==> src/rtl/input_stream_writer_pkg.sv <==
// Shared helpers for the input stream writer: lane geometry, lane masks and ring-pointer wrap.
package input_stream_pkg;

  localparam int MAX_LANES = 256;

  function automatic int samples_per_word(input int word_w, input int sample_w);
    return word_w / sample_w;
  endfunction

  // Lane-granular mask with lanes 0..n-1 set.
  function automatic logic [MAX_LANES-1:0] lane_mask(input int n);
    logic [MAX_LANES-1:0] m;
    m = '0;
    for (int i = 0; i < MAX_LANES; i++) m[i] = (i < n);
    return m;
  endfunction

  function automatic int next_row(input int ptr, input int rows);
    return (ptr >= rows - 1) ? 0 : ptr + 1;
  endfunction

endpackage

==> src/rtl/input_stream_writer_if.sv <==
// Narrow valid/ready sample stream from the chip input interface into the writer.
interface input_stream_writer_if #(
  parameter int SAMPLE_BIT_WIDTH = 4
);
  logic                        sample_valid;
  logic                        sample_ready;
  logic [SAMPLE_BIT_WIDTH-1:0] sample_data;

  modport master (output sample_valid, output sample_data, input sample_ready);
  modport slave  (input sample_valid, input sample_data, output sample_ready);
endinterface

==> src/rtl/input_stream_writer_occupancy.sv <==
// Ring occupancy tracker: commits increment, releases decrement, underflow sets a sticky error.
module ring_occupancy_counter #(
  parameter  int INPUT_ROWS = 32,
  localparam int CW         = $clog2(INPUT_ROWS) + 1
) (
  input  logic          clk,
  input  logic          rst_n,
  input  logic          clear,
  input  logic          inc,
  input  logic          dec,
  output logic [CW-1:0] count,
  output logic          full,
  output logic          release_error
);

  always_ff @(posedge clk or negedge rst_n) begin
    if (!rst_n) begin
      count         <= '0;
      release_error <= 1'b0;
    end else if (clear) begin
      count         <= '0;
      release_error <= 1'b0;
    end else begin
      // A simultaneous commit and release cancel out, even at zero.
      unique case ({inc, dec})
        2'b10: count <= count + 1'b1;
        2'b01: begin
          if (count == '0) release_error <= 1'b1;
          else             count         <= count - 1'b1;
        end
        default: ;
      endcase
    end
  end

  assign full = (count == CW'(INPUT_ROWS));

endmodule

==> src/rtl/input_stream_writer.sv <==
// Packs stream samples into rows and writes them into the ring-buffered input memory.
// Optional build macro INPUT_WRITER_IMMEDIATE_WRITE_EN writes each sample as it arrives.
module input_stream_writer
  import input_stream_pkg::*;
#(
  parameter  int INPUT_WORD_BIT_WIDTH = 64,
  parameter  int INPUT_ROWS           = 32,
  parameter  int SAMPLE_BIT_WIDTH     = 4,
  localparam int INPUT_ADDRESS_WIDTH  = $clog2(INPUT_ROWS)
) (
  input  logic                            clk,
  input  logic                            rst_n,
  input  logic                            enable,
  input  logic                            clear,
  input_stream_writer_if.slave            stream,
  input  logic                            flush,
  input  logic                            rows_release,
  output logic                            input_control_write_enable,
  output logic [INPUT_ADDRESS_WIDTH-1:0]  input_control_address_write,
  output logic [INPUT_WORD_BIT_WIDTH-1:0] input_control_data_in,
  output logic [INPUT_WORD_BIT_WIDTH-1:0] input_control_mask,
  output logic [INPUT_ADDRESS_WIDTH:0]    rows_available,
  output logic                            row_committed,
  output logic                            release_error
);

  localparam int SAMPLES_PER_WORD = samples_per_word(INPUT_WORD_BIT_WIDTH, SAMPLE_BIT_WIDTH);
  localparam int LW = (SAMPLES_PER_WORD > 1) ? $clog2(SAMPLES_PER_WORD) : 1;

  logic [LW-1:0]                   lane_idx_p0;
  logic [INPUT_ADDRESS_WIDTH-1:0]  wr_ptr_p0;
  logic                            full;
  logic                            accept;
  logic                            row_done;
  logic                            partial;
  logic                            commit;
  logic [LW:0]                     fill_cnt;
  logic [INPUT_WORD_BIT_WIDTH-1:0] lane_field;

  logic                            vld_p1;
  logic                            committed_p1;
  logic [INPUT_ADDRESS_WIDTH-1:0]  addr_p1;
  logic [INPUT_WORD_BIT_WIDTH-1:0] data_p1;
  logic [INPUT_WORD_BIT_WIDTH-1:0] mask_p1;

  function automatic logic [INPUT_WORD_BIT_WIDTH-1:0] expand_lanes(input logic [MAX_LANES-1:0] lanes);
    logic [INPUT_WORD_BIT_WIDTH-1:0] bits;
    bits = '0;
    for (int i = 0; i < SAMPLES_PER_WORD; i++)
      bits[i*SAMPLE_BIT_WIDTH +: SAMPLE_BIT_WIDTH] = {SAMPLE_BIT_WIDTH{lanes[i]}};
    return bits;
  endfunction

  assign stream.sample_ready = enable & ~clear & ~full;
  assign accept     = stream.sample_valid & stream.sample_ready;
  assign row_done   = accept & (lane_idx_p0 == LW'(SAMPLES_PER_WORD - 1));
  // Lanes filled once this cycle's sample (if any) lands.
  assign fill_cnt   = {1'b0, lane_idx_p0} + {{LW{1'b0}}, accept};
  assign partial    = flush & ~row_done & (fill_cnt != '0);
  assign commit     = (row_done | partial) & ~clear;
  assign lane_field = INPUT_WORD_BIT_WIDTH'(stream.sample_data) << (lane_idx_p0 * SAMPLE_BIT_WIDTH);

  // Stage p0: lane index and ring write pointer
  always_ff @(posedge clk or negedge rst_n) begin
    if (!rst_n) begin
      lane_idx_p0 <= '0;
      wr_ptr_p0   <= '0;
    end else if (clear) begin
      lane_idx_p0 <= '0;
      wr_ptr_p0   <= '0;
    end else if (commit) begin
      lane_idx_p0 <= '0;
      wr_ptr_p0   <= INPUT_ADDRESS_WIDTH'(next_row(int'(wr_ptr_p0), INPUT_ROWS));
    end else if (accept) begin
      lane_idx_p0 <= lane_idx_p0 + 1'b1;
    end
  end

`ifdef INPUT_WRITER_IMMEDIATE_WRITE_EN
  // Stage p1: every accepted sample is written straight into its lane
  always_ff @(posedge clk or negedge rst_n) begin
    if (!rst_n) begin
      vld_p1       <= 1'b0;
      committed_p1 <= 1'b0;
      addr_p1      <= '0;
      data_p1      <= '0;
      mask_p1      <= '0;
    end else begin
      vld_p1       <= accept;
      committed_p1 <= commit;
      if (accept) begin
        addr_p1 <= wr_ptr_p0;
        data_p1 <= lane_field;
        mask_p1 <= expand_lanes(lane_mask(int'(lane_idx_p0) + 1) ^ lane_mask(int'(lane_idx_p0)));
      end
    end
  end
`else
  logic [INPUT_WORD_BIT_WIDTH-1:0] word_p0;
  logic [INPUT_WORD_BIT_WIDTH-1:0] merged;

  assign merged = accept ? (word_p0 | lane_field) : word_p0;

  // Stage p0: packing register, zeroed per row so unfilled lanes read 0
  always_ff @(posedge clk or negedge rst_n) begin
    if (!rst_n)                word_p0 <= '0;
    else if (clear || commit)  word_p0 <= '0;
    else if (accept)           word_p0 <= merged;
  end

  // Stage p1: registered row write
  always_ff @(posedge clk or negedge rst_n) begin
    if (!rst_n) begin
      vld_p1       <= 1'b0;
      committed_p1 <= 1'b0;
      addr_p1      <= '0;
      data_p1      <= '0;
      mask_p1      <= '0;
    end else begin
      vld_p1       <= commit;
      committed_p1 <= commit;
      if (commit) begin
        addr_p1 <= wr_ptr_p0;
        data_p1 <= merged;
        mask_p1 <= expand_lanes(lane_mask(int'(fill_cnt)));
      end
    end
  end
`endif

  ring_occupancy_counter #(
    .INPUT_ROWS (INPUT_ROWS)
  ) u_occupancy (
    .clk           (clk),
    .rst_n         (rst_n),
    .clear         (clear),
    .inc           (commit),
    .dec           (rows_release),
    .count         (rows_available),
    .full          (full),
    .release_error (release_error)
  );

  assign input_control_write_enable  = vld_p1;
  assign input_control_address_write = addr_p1;
  assign input_control_data_in       = data_p1;
  assign input_control_mask          = mask_p1;
  assign row_committed               = committed_p1;

endmodule

==> src/flat_wrapper.sv <==
// flat-port wrapper written by rule: the top's interface ports become plain ports
module input_stream_writer_flat import input_stream_pkg::*;
#(
  parameter  int INPUT_WORD_BIT_WIDTH = 64,
  parameter  int INPUT_ROWS           = 32,
  parameter  int SAMPLE_BIT_WIDTH     = 4,
  localparam int INPUT_ADDRESS_WIDTH  = $clog2(INPUT_ROWS)
)
  (clk, rst_n, enable, clear, flush, rows_release, input_control_write_enable, input_control_address_write, input_control_data_in, input_control_mask, rows_available, row_committed, release_error, stream_sample_valid, stream_sample_data, stream_sample_ready);
  input_stream_writer_if #(.SAMPLE_BIT_WIDTH(SAMPLE_BIT_WIDTH)) stream_i ();
  input  logic clk;
  input  logic rst_n;
  input  logic enable;
  input  logic clear;
  input  logic flush;
  input  logic rows_release;
  output logic input_control_write_enable;
  output logic [INPUT_ADDRESS_WIDTH-1:0] input_control_address_write;
  output logic [INPUT_WORD_BIT_WIDTH-1:0] input_control_data_in;
  output logic [INPUT_WORD_BIT_WIDTH-1:0] input_control_mask;
  output logic [INPUT_ADDRESS_WIDTH:0] rows_available;
  output logic row_committed;
  output logic release_error;
  input wire logic [$bits(stream_i.sample_valid)-1:0] stream_sample_valid;
  input wire logic [$bits(stream_i.sample_data)-1:0] stream_sample_data;
  output wire logic [$bits(stream_i.sample_ready)-1:0] stream_sample_ready;
  assign stream_i.sample_valid = stream_sample_valid;
  assign stream_i.sample_data = stream_sample_data;
  assign stream_sample_ready = stream_i.sample_ready;
  input_stream_writer #(.INPUT_WORD_BIT_WIDTH(INPUT_WORD_BIT_WIDTH), .INPUT_ROWS(INPUT_ROWS), .SAMPLE_BIT_WIDTH(SAMPLE_BIT_WIDTH)) u_core (.clk(clk), .rst_n(rst_n), .enable(enable), .clear(clear), .stream(stream_i), .flush(flush), .rows_release(rows_release), .input_control_write_enable(input_control_write_enable), .input_control_address_write(input_control_address_write), .input_control_data_in(input_control_data_in), .input_control_mask(input_control_mask), .rows_available(rows_available), .row_committed(row_committed), .release_error(release_error));
endmodule
==> config.mk <==
export PLATFORM = sky130hd
export DESIGN_NAME = input_stream_writer_flat
export DESIGN_NICKNAME = d
export VERILOG_FILES = /design/src/rtl/input_stream_writer_pkg.sv /design/src/rtl/input_stream_writer_if.sv /design/src/rtl/input_stream_writer_occupancy.sv /design/src/rtl/input_stream_writer.sv /design/src/flat_wrapper.sv
export SDC_FILE = /design/constraint.sdc
export NUM_CORES = 1
export LEC_CHECK = 0
export CORE_MARGIN = 4
export CORE_UTILIZATION = 51
export DETAILED_ROUTE_END_ITERATION = 10
export PLACE_DENSITY = 0.8
export SYNTH_ARGS = -nofsm -noshare
export SYNTH_HDL_FRONTEND = slang
export SYNTH_SLANG_ARGS = --single-unit
==> constraint.sdc <==
create_clock -name clk -period 6.9 [get_ports clk]
set_input_delay 1.035 -clock clk [delete_from_list [all_inputs] [get_ports clk]]
set_output_delay 1.035 -clock clk [all_outputs]
set_load 0.01 [all_outputs]
==> reports/qor.csv, run 1 <==
stage,metric,value,unit
layout,share of layout cells above drive strength 1,0.0507,
grt,global-route wire length before repair,28400,microns
hold_path,Hold WC Path Type,register to register,
sta,Slew @ Worst Pin,1.21,ns
setup_path,CP dominant cell by count,ha_1,
synth,Post-Syn Area,0.00729,sq mm
setup_path,Arrival @ worst endpoint,6.04,ns
setup_path,CP startpoint kind,input port,
routing,Detail Route Antenna Nets,0,
grt,largest net degree at the start of global routing,121,
flow_run,max-cap viol count,0,
sta,Clock Skews,0.00826,ns
die,Starting Density,0.523,
die,Chip Width,128,microns
die,chip height,128,microns
layout,number of fillers in the final layout,1132,
setup_path,CP Cell Sequence,clkdlybuf4s50_1 -> nor2b_1 -> o211a_1 -> ha_1 -> ha_1 -> o21ai_0 -> a31oi_1 -> o31ai_4 -> inv_2 -> nor2_1 -> ha_1 -> a211oi_1 -> o21bai_1 -> a2111oi_0 -> mux2i_1 -> o311ai_0,
synth,Mapped Cells,786,
clock_network,Worst-path clk slew,0.07,ns
synth,Yosys top cell area share,0.570,
clock_network,CTS Hold Bufs,0,
grt,total track usage,0.222,
synth,Synth Register Bits,166,
setup_path,WP data required,7.21,ns
setup_path,CP max stage delay,0.62,ns
routing,Routed WL,17600,microns
setup_path,critical path buffer and inverter count,2,
sta,Slew HR,0.193,
synth,synth unique cells,54,
layout,final cell count without fillers,1067,
synth,Main synth FF type,dfrtp_1,
sta,final hold viol count,0,
place,PortBufs,153,
synth,YS warnings,0,
clock_network,post_cts resized,0,
synth,dominant cell type by area after synthesis,dfrtp_1,
sta,Fin Setup TNS,0,ns
clock_network,TritonCTS clock tree,built,
routing,routed len/inst,16.5,microns
grt,vias in the first global route,5576,
setup_path,"Worst Path Class, Setup",input port to register,
power_and_ir_drop,VDD IR-drop max,0.158,mV
synth,Synthesized Nets,807,
sta,unrepaired setup endpoints after global routing,false,
clock_network,CTS Buf Count,17,
synth,Post-synth ARST share,1.00,
setup_path,Top delay family on crit path,compound AO/OA/AOI/OAI gates,
place,hpwl dp,11800,microns
routing,number of vias in the routed layout,5708,
place,dpl cells,1037,
sta,Max Freq,175,MHz
sta,Setup-failing EPs final,0,
synth,number of synthesized flops with an enable pin,0,
routing,via/cell ratio,5.35,
clock_network,postcts setup bufs,0,
sta,Final min period,5.73,ns
grt,antenna violations before repair,0,
routing,router iterations before antenna repair,5,
clock_network,H-tree Lvls,4,
grt,global route overflow,0,
sta,Final Max Tran Viols,0,
power_and_ir_drop,Leakage,3.96,nW
clock_network,CTS Root Cell,clkbuf_16,
synth,largest cells by area after synthesis,"dfrtp_1 57%, nor2_1 11%, nand2_1 6.1%, o21ai_0 5.3%, buf_4 5.2%",
clock_network,Clock Latency Late Sink,0.42,ns
clock_network,Max clock buf depth,2,
die,core area,0.0139,sq mm
layout,area grow syn2layout,24.8,%
power_and_ir_drop,pwr/cell area,268,mW/mm^2
layout,NumNets Final,897,
place,GP Congestion,0.877,
clock_network,clock sinks,166,
die,row count,43,
synth,"Avg Cell Area, Syn",9.27,sq um
synth,Commonest cells post-synth,"211 x nor2_1, 166 x dfrtp_1, 119 x nand2_1",
synth,most frequent cell after synthesis,nor2_1,
setup_path,"Max FO, Critical Path",17,
setup_path,CP max stage cell,clkdlybuf4s50_1,
outcome,status,completed,
die,total die area,0.0163,sq mm
layout,n_diodes,0,
routing,starting DRC count in detailed routing,479,
routing,drt drc,0,
die,# IOs,154,
synth,sequential element share of the synthesized area,0.570,
setup_path,Critical Path Sink Type,register,
sta,Final period util,0.830,
## worst paths after layout
check	startpoint	to	slack, ns	depth (start not counted)
max	clear	u_core.u_occupancy.count[5]	1.17	16
min	u_core.input_control_address_write[2]	u_core.input_control_address_write[2]	0.48	2
max reg2reg	u_core.u_occupancy.count[0]	u_core.u_occupancy.count[5]	1.55	15
min reg2reg	u_core.input_control_address_write[2]	u_core.input_control_address_write[2]	0.48	2
max in group asynchronous	rst_n	u_core.input_control_data_in[0]	4.71	2
min in group asynchronous	rst_n	u_core.input_control_data_in[30]	0.65	1
## cell usage in the layout, fill, tap and decap left out, types with 9 or more instances in the layout
master	netlist	layout
nor2_1	211	211
dfrtp_1	166	166
clkdlybuf4s50_1	0	152
nand2_1	119	119
o21ai_0	77	77
clkbuf_16	0	17
a21oi_1	12	12
o21ai_1	9	9
ha_1	9	9
## per-stage QoR
stage               power, mW  hold slack, ns  setup slack, ns   util  cell area (sq um)
floorplan                1.36           0.449             1.52      -               7290
global placement         1.52           0.458             1.18  0.612               8530
detailed placement       1.53           0.465            0.874  0.612               8530
CTS                      2.46           0.479             1.29  0.653               9100
global route             2.54           0.493            0.713  0.653               9100
finish                   2.44           0.478             1.17  0.653               9100
## layer usage
metal  share of wire  track usage  wire length, microns
met1            0.43        0.298                  7560
met2            0.47        0.354                  8270
met3           0.071       0.0468                  1250
met4           0.030       0.0896                   521
met5               0            0                     0
## power by group
part           switching, mW  total [mW]  internal [mW]
combinational          0.236       0.450          0.214
clock                  0.386       0.927          0.541
sequential            0.0517        1.07           1.01
total                  0.674        2.44           1.77
## tightest hold or removal path, delay by kind of cell (launching register included)
family | cells | cell delay (ns)
flops | 1 | 0.34
simple gates | 2 | 0.10
## flip-flops by register name (all words and copies together), names as in the netlist
| register | cells |
|---|---|
| u_core.word_p0 | 64 |
| u_core.input_control_mask | 16 |
| u_core.input_control_address_write | 5 |
| u_core.row_committed | 1 |
| u_core.input_control_data_in | 64 |
| u_core.u_occupancy.count | 6 |
| u_core.lane_idx_p0 | 4 |
| u_core.u_occupancy.release_error | 1 |
| u_core.wr_ptr_p0 | 5 |
## kinds of logic after synthesis
family / synth area share
AND/OR/NAND/NOR: 0.201
AO/OA/AOI/OAI: 0.117
XOR/XNOR: 0.00721
adder cells (fa/ha/maj): 0.0182
flip-flops: 0.570
multiplexers: 0.00550
buffers and inverters: 0.0812
## layout make-up
| class | count | area [sq um] | area share |
|---|---|---|---|
| sequential | 166 | 4150 | 0.457 |
| multi-input combinational | 525 | 2540 | 0.279 |
| timing repair buffer | 160 | 1590 | 0.174 |
| clock buffer | 19 | 443 | 0.0487 |
| tap | 180 | 225 | 0.0248 |
| clock inverter | 11 | 126 | 0.0139 |
| inverter | 6 | 22.5 | 0.00248 |
Power figures use the tool's default switching activity.
==> inputs of run 2 (changes only) <==
clock period = 5.9 ns   (was 6.9 ns; I/O delays follow)
==> run 2 against run 1 <==
Global-route usage is 0.33 points lower; core utilization is 0.58 points higher; power is 21% higher; critical path depth stayed put; cell count is 0.28% higher; clock power is 27% higher; sequential power is 16% higher; register-to-register slack worse by 0.86 ns; routed wire length is 1.1% lower; clock skew is 0.00073 ns lower; critical path type unchanged.
==> reports/qor.csv, run 2 (synthesis gave the netlist of run 1 again) <==
stage,metric,value,unit,change
outcome,status,completed,,unchanged
routing,Routed WL,17400,microns,was 17600 microns
place,GP Congestion,0.904,,was 0.877
grt,largest net degree at the start of global routing,107,,was 121
setup_path,CP max stage cell,clkdlybuf4s50_1,,unchanged
clock_network,TritonCTS clock tree,built,,unchanged
die,total die area,0.0163,sq mm,unchanged
clock_network,post_cts resized,0,,unchanged
clock_network,Clock Latency Late Sink,0.42,ns,about the same
grt,global route overflow,0,,unchanged
clock_network,clock sinks,166,,unchanged
setup_path,R2R Setup Slk,0.69,ns,was 1.55 ns
routing,router iterations before antenna repair,7,,was 5
routing,starting DRC count in detailed routing,455,,was 479
grt,total track usage,0.218,,was 0.222
setup_path,Arrival @ worst endpoint,5.60,ns,was 6.04 ns
layout,cell area after layout,0.00918,sq mm,was 0.00910 sq mm
sta,Final Max Tran Viols,0,,unchanged
grt,GR peak layer,met2,,unchanged
place,hpwl dp,11600,microns,was 11800 microns
sta,final hold viol count,0,,unchanged
clock_network,H-tree Lvls,4,,unchanged
die,chip height,128,microns,unchanged
grt,antenna violations before repair,0,,unchanged
place,pre-CTS WS,0.230,ns,was 0.874 ns
power_and_ir_drop,total power,2.95,mW,was 2.44 mW
layout,n_diodes,0,,unchanged
setup_path,"Max FO, Critical Path",15,,was 17
clock_network,Max clock buf depth,2,,unchanged
die,# IOs,154,,unchanged
setup_path,CP startpoint kind,input port,,unchanged
power_and_ir_drop,VDD IR-drop max,0.193,mV,was 0.158 mV
sta,Final min period,5.29,ns,
setup_path,"Worst Path Class, Setup",input port to register,,unchanged
setup_path,CP dominant cell by count,ha_1,,unchanged
flow_run,max-cap viol count,0,,unchanged
routing,via/cell ratio,5.35,,about the same
die,Starting Density,0.523,,unchanged
clock_network,CTS Root Cell,clkbuf_16,,unchanged
place,PortBufs,153,,unchanged
die,Chip Width,128,microns,unchanged
die,core area,0.0139,sq mm,unchanged
layout,share of layout cells above drive strength 1,0.0551,,was 0.0507
grt,global-route wire length before repair,27700,microns,was 28400 microns
sta,Fin Setup TNS,0,ns,unchanged
grt,M1 GR Usage,0.292,,was 0.298
clock_network,CTS Hold Bufs,0,,unchanged
die,row count,43,,unchanged
layout,"commonest non-fill, non-tap cell in the layout",nor2_1,,unchanged
grt,met2 usage,0.340,,was 0.354
place,Area after DPL,0.00854,sq mm,was 0.00853 sq mm
power_and_ir_drop,Leakage,4.00,nW,was 3.96 nW
setup_path,CP Cell Sequence,clkdlybuf4s50_1 -> nor2b_1 -> o211a_1 -> ha_1 -> ha_1 -> or2_2 -> o21a_1 -> o31ai_4 -> inv_2 -> nor2_1 -> ha_1 -> a211oi_1 -> o21bai_1 -> a2111oi_0 -> mux2i_1 -> o311ai_0,,was clkdlybuf4s50_1 -> nor2b_1 -> o211a_1 -> ha_1 -> ha_1 -> o21ai_0 -> a31oi_1 -> o31ai_4 -> inv_2 -> nor2_1 -> ha_1 -> a211oi_1 -> o21bai_1 -> a2111oi_0 -> mux2i_1 -> o311ai_0
layout,NumNets Final,899,,was 897
setup_path,Critical Path Sink Type,register,,unchanged
layout,area grow syn2layout,26.0,%,was 24.8%
power_and_ir_drop,pwr/cell area,321,mW/mm^2,was 268 mW/mm^2
clock_network,postcts setup bufs,0,,unchanged
sta,Final period util,0.897,,
routing,routed len/inst,16.3,microns,was 16.5 microns
routing,drt drc,0,,unchanged
grt,met3 Use GR,0.0552,,was 0.0468
grt,vias in the first global route,5436,,was 5576
hold_path,Hold WC Path Type,register to register,,unchanged
routing,number of vias in the routed layout,5726,,was 5708
routing,Detail Route Antenna Nets,0,,unchanged
sta,unrepaired setup endpoints after global routing,false,,unchanged
sta,Max Freq,189,MHz,
sta,final worst slack,0.606,ns,was 1.17 ns
sta,Slew HR,0.156,,was 0.193
clock_network,CTS Buf Count,17,,unchanged
sta,Setup-failing EPs final,0,,unchanged
sta,Clock Skews,0.00753,ns,was 0.00826 ns
clock_network,Worst-path clk slew,0.06,ns,was 0.07 ns
sta,Slew @ Worst Pin,1.26,ns,was 1.21 ns
setup_path,CP max stage delay,0.52,ns,was 0.62 ns
setup_path,WP data required,6.20,ns,was 7.21 ns
layout,"commonest non-fill, non-tap cells in the layout","211 x nor2_1, 166 x dfrtp_1, 152 x clkdlybuf4s50_1, 119 x nand2_1, 77 x o21ai_0",,unchanged
==> run 2: cell types whose count changed in the layout (fill, tap and decap cells not counted) <==
cell       change
buf_4          +2
bufinv_16      +2
clkbuf_1       -1
clkinv_2       -2
clkinv_4       +2
inv_6          -1
inv_8          +1
==> run 2: worst max-delay path, delay by kind of cell <==
family	cells	cell delay (ns)
AOI/OAI and AO/OA	7	1.85
and+or+nand+nor	3	1.14
adders and majority gates	3	0.91
buffers and inverters	2	0.68
muxes	1	0.11
==> run 2: layout make-up <==
class | count | area [sq um]
timing repair buffer | 162 | 1600
sequential | 166 | 4150
fill | 1116 | 4760
clock buffer | 18 | 439
tap | 180 | 225
clock inverter | 13 | 196
inverter | 6 | 22.5
multi-input combinational | 525 | 2540
==> run 2: power by group <==
group	switching [mW]	total, mW	internal, mW
combinational	0.271	0.521	0.250
clock	0.457	1.18	0.724
sequential	0.0586	1.24	1.19
total	0.787	2.95	2.16
==> run 2: per-layer routing <==
metal / part of all wire / wire, microns
met1: 0.43 / 7430
met2: 0.46 / 8080
met3: 0.078 / 1370
met4: 0.030 / 526
met5: 0 / 0
==> run 2: worst paths after layout <==
kind,startpoint,cells past startpoint,to
min,u_core.input_control_address_write[2],2,u_core.input_control_address_write[2]
min in group asynchronous,rst_n,1,u_core.word_p0[30]
max in group asynchronous,rst_n,2,u_core.wr_ptr_p0[3]
max,enable,16,u_core.u_occupancy.count[5]
max reg2reg,u_core.u_occupancy.count[0],15,u_core.u_occupancy.count[5]
min reg2reg,u_core.input_control_address_write[2],2,u_core.input_control_address_write[2]
==> run 2: per-stage QoR <==
| step | utilization | hold slack [ns] | cells |
|---|---|---|---|
| after floorplan | - | 0.449 | 786 |
| after global placement | 0.613 | 0.458 | 1039 |
| after detailed placement | 0.613 | 0.464 | 1039 |
| after CTS | 0.659 | 0.479 | 1070 |
| after global routing | 0.659 | 0.493 | 1070 |
| final | 0.659 | 0.475 | 1070 |
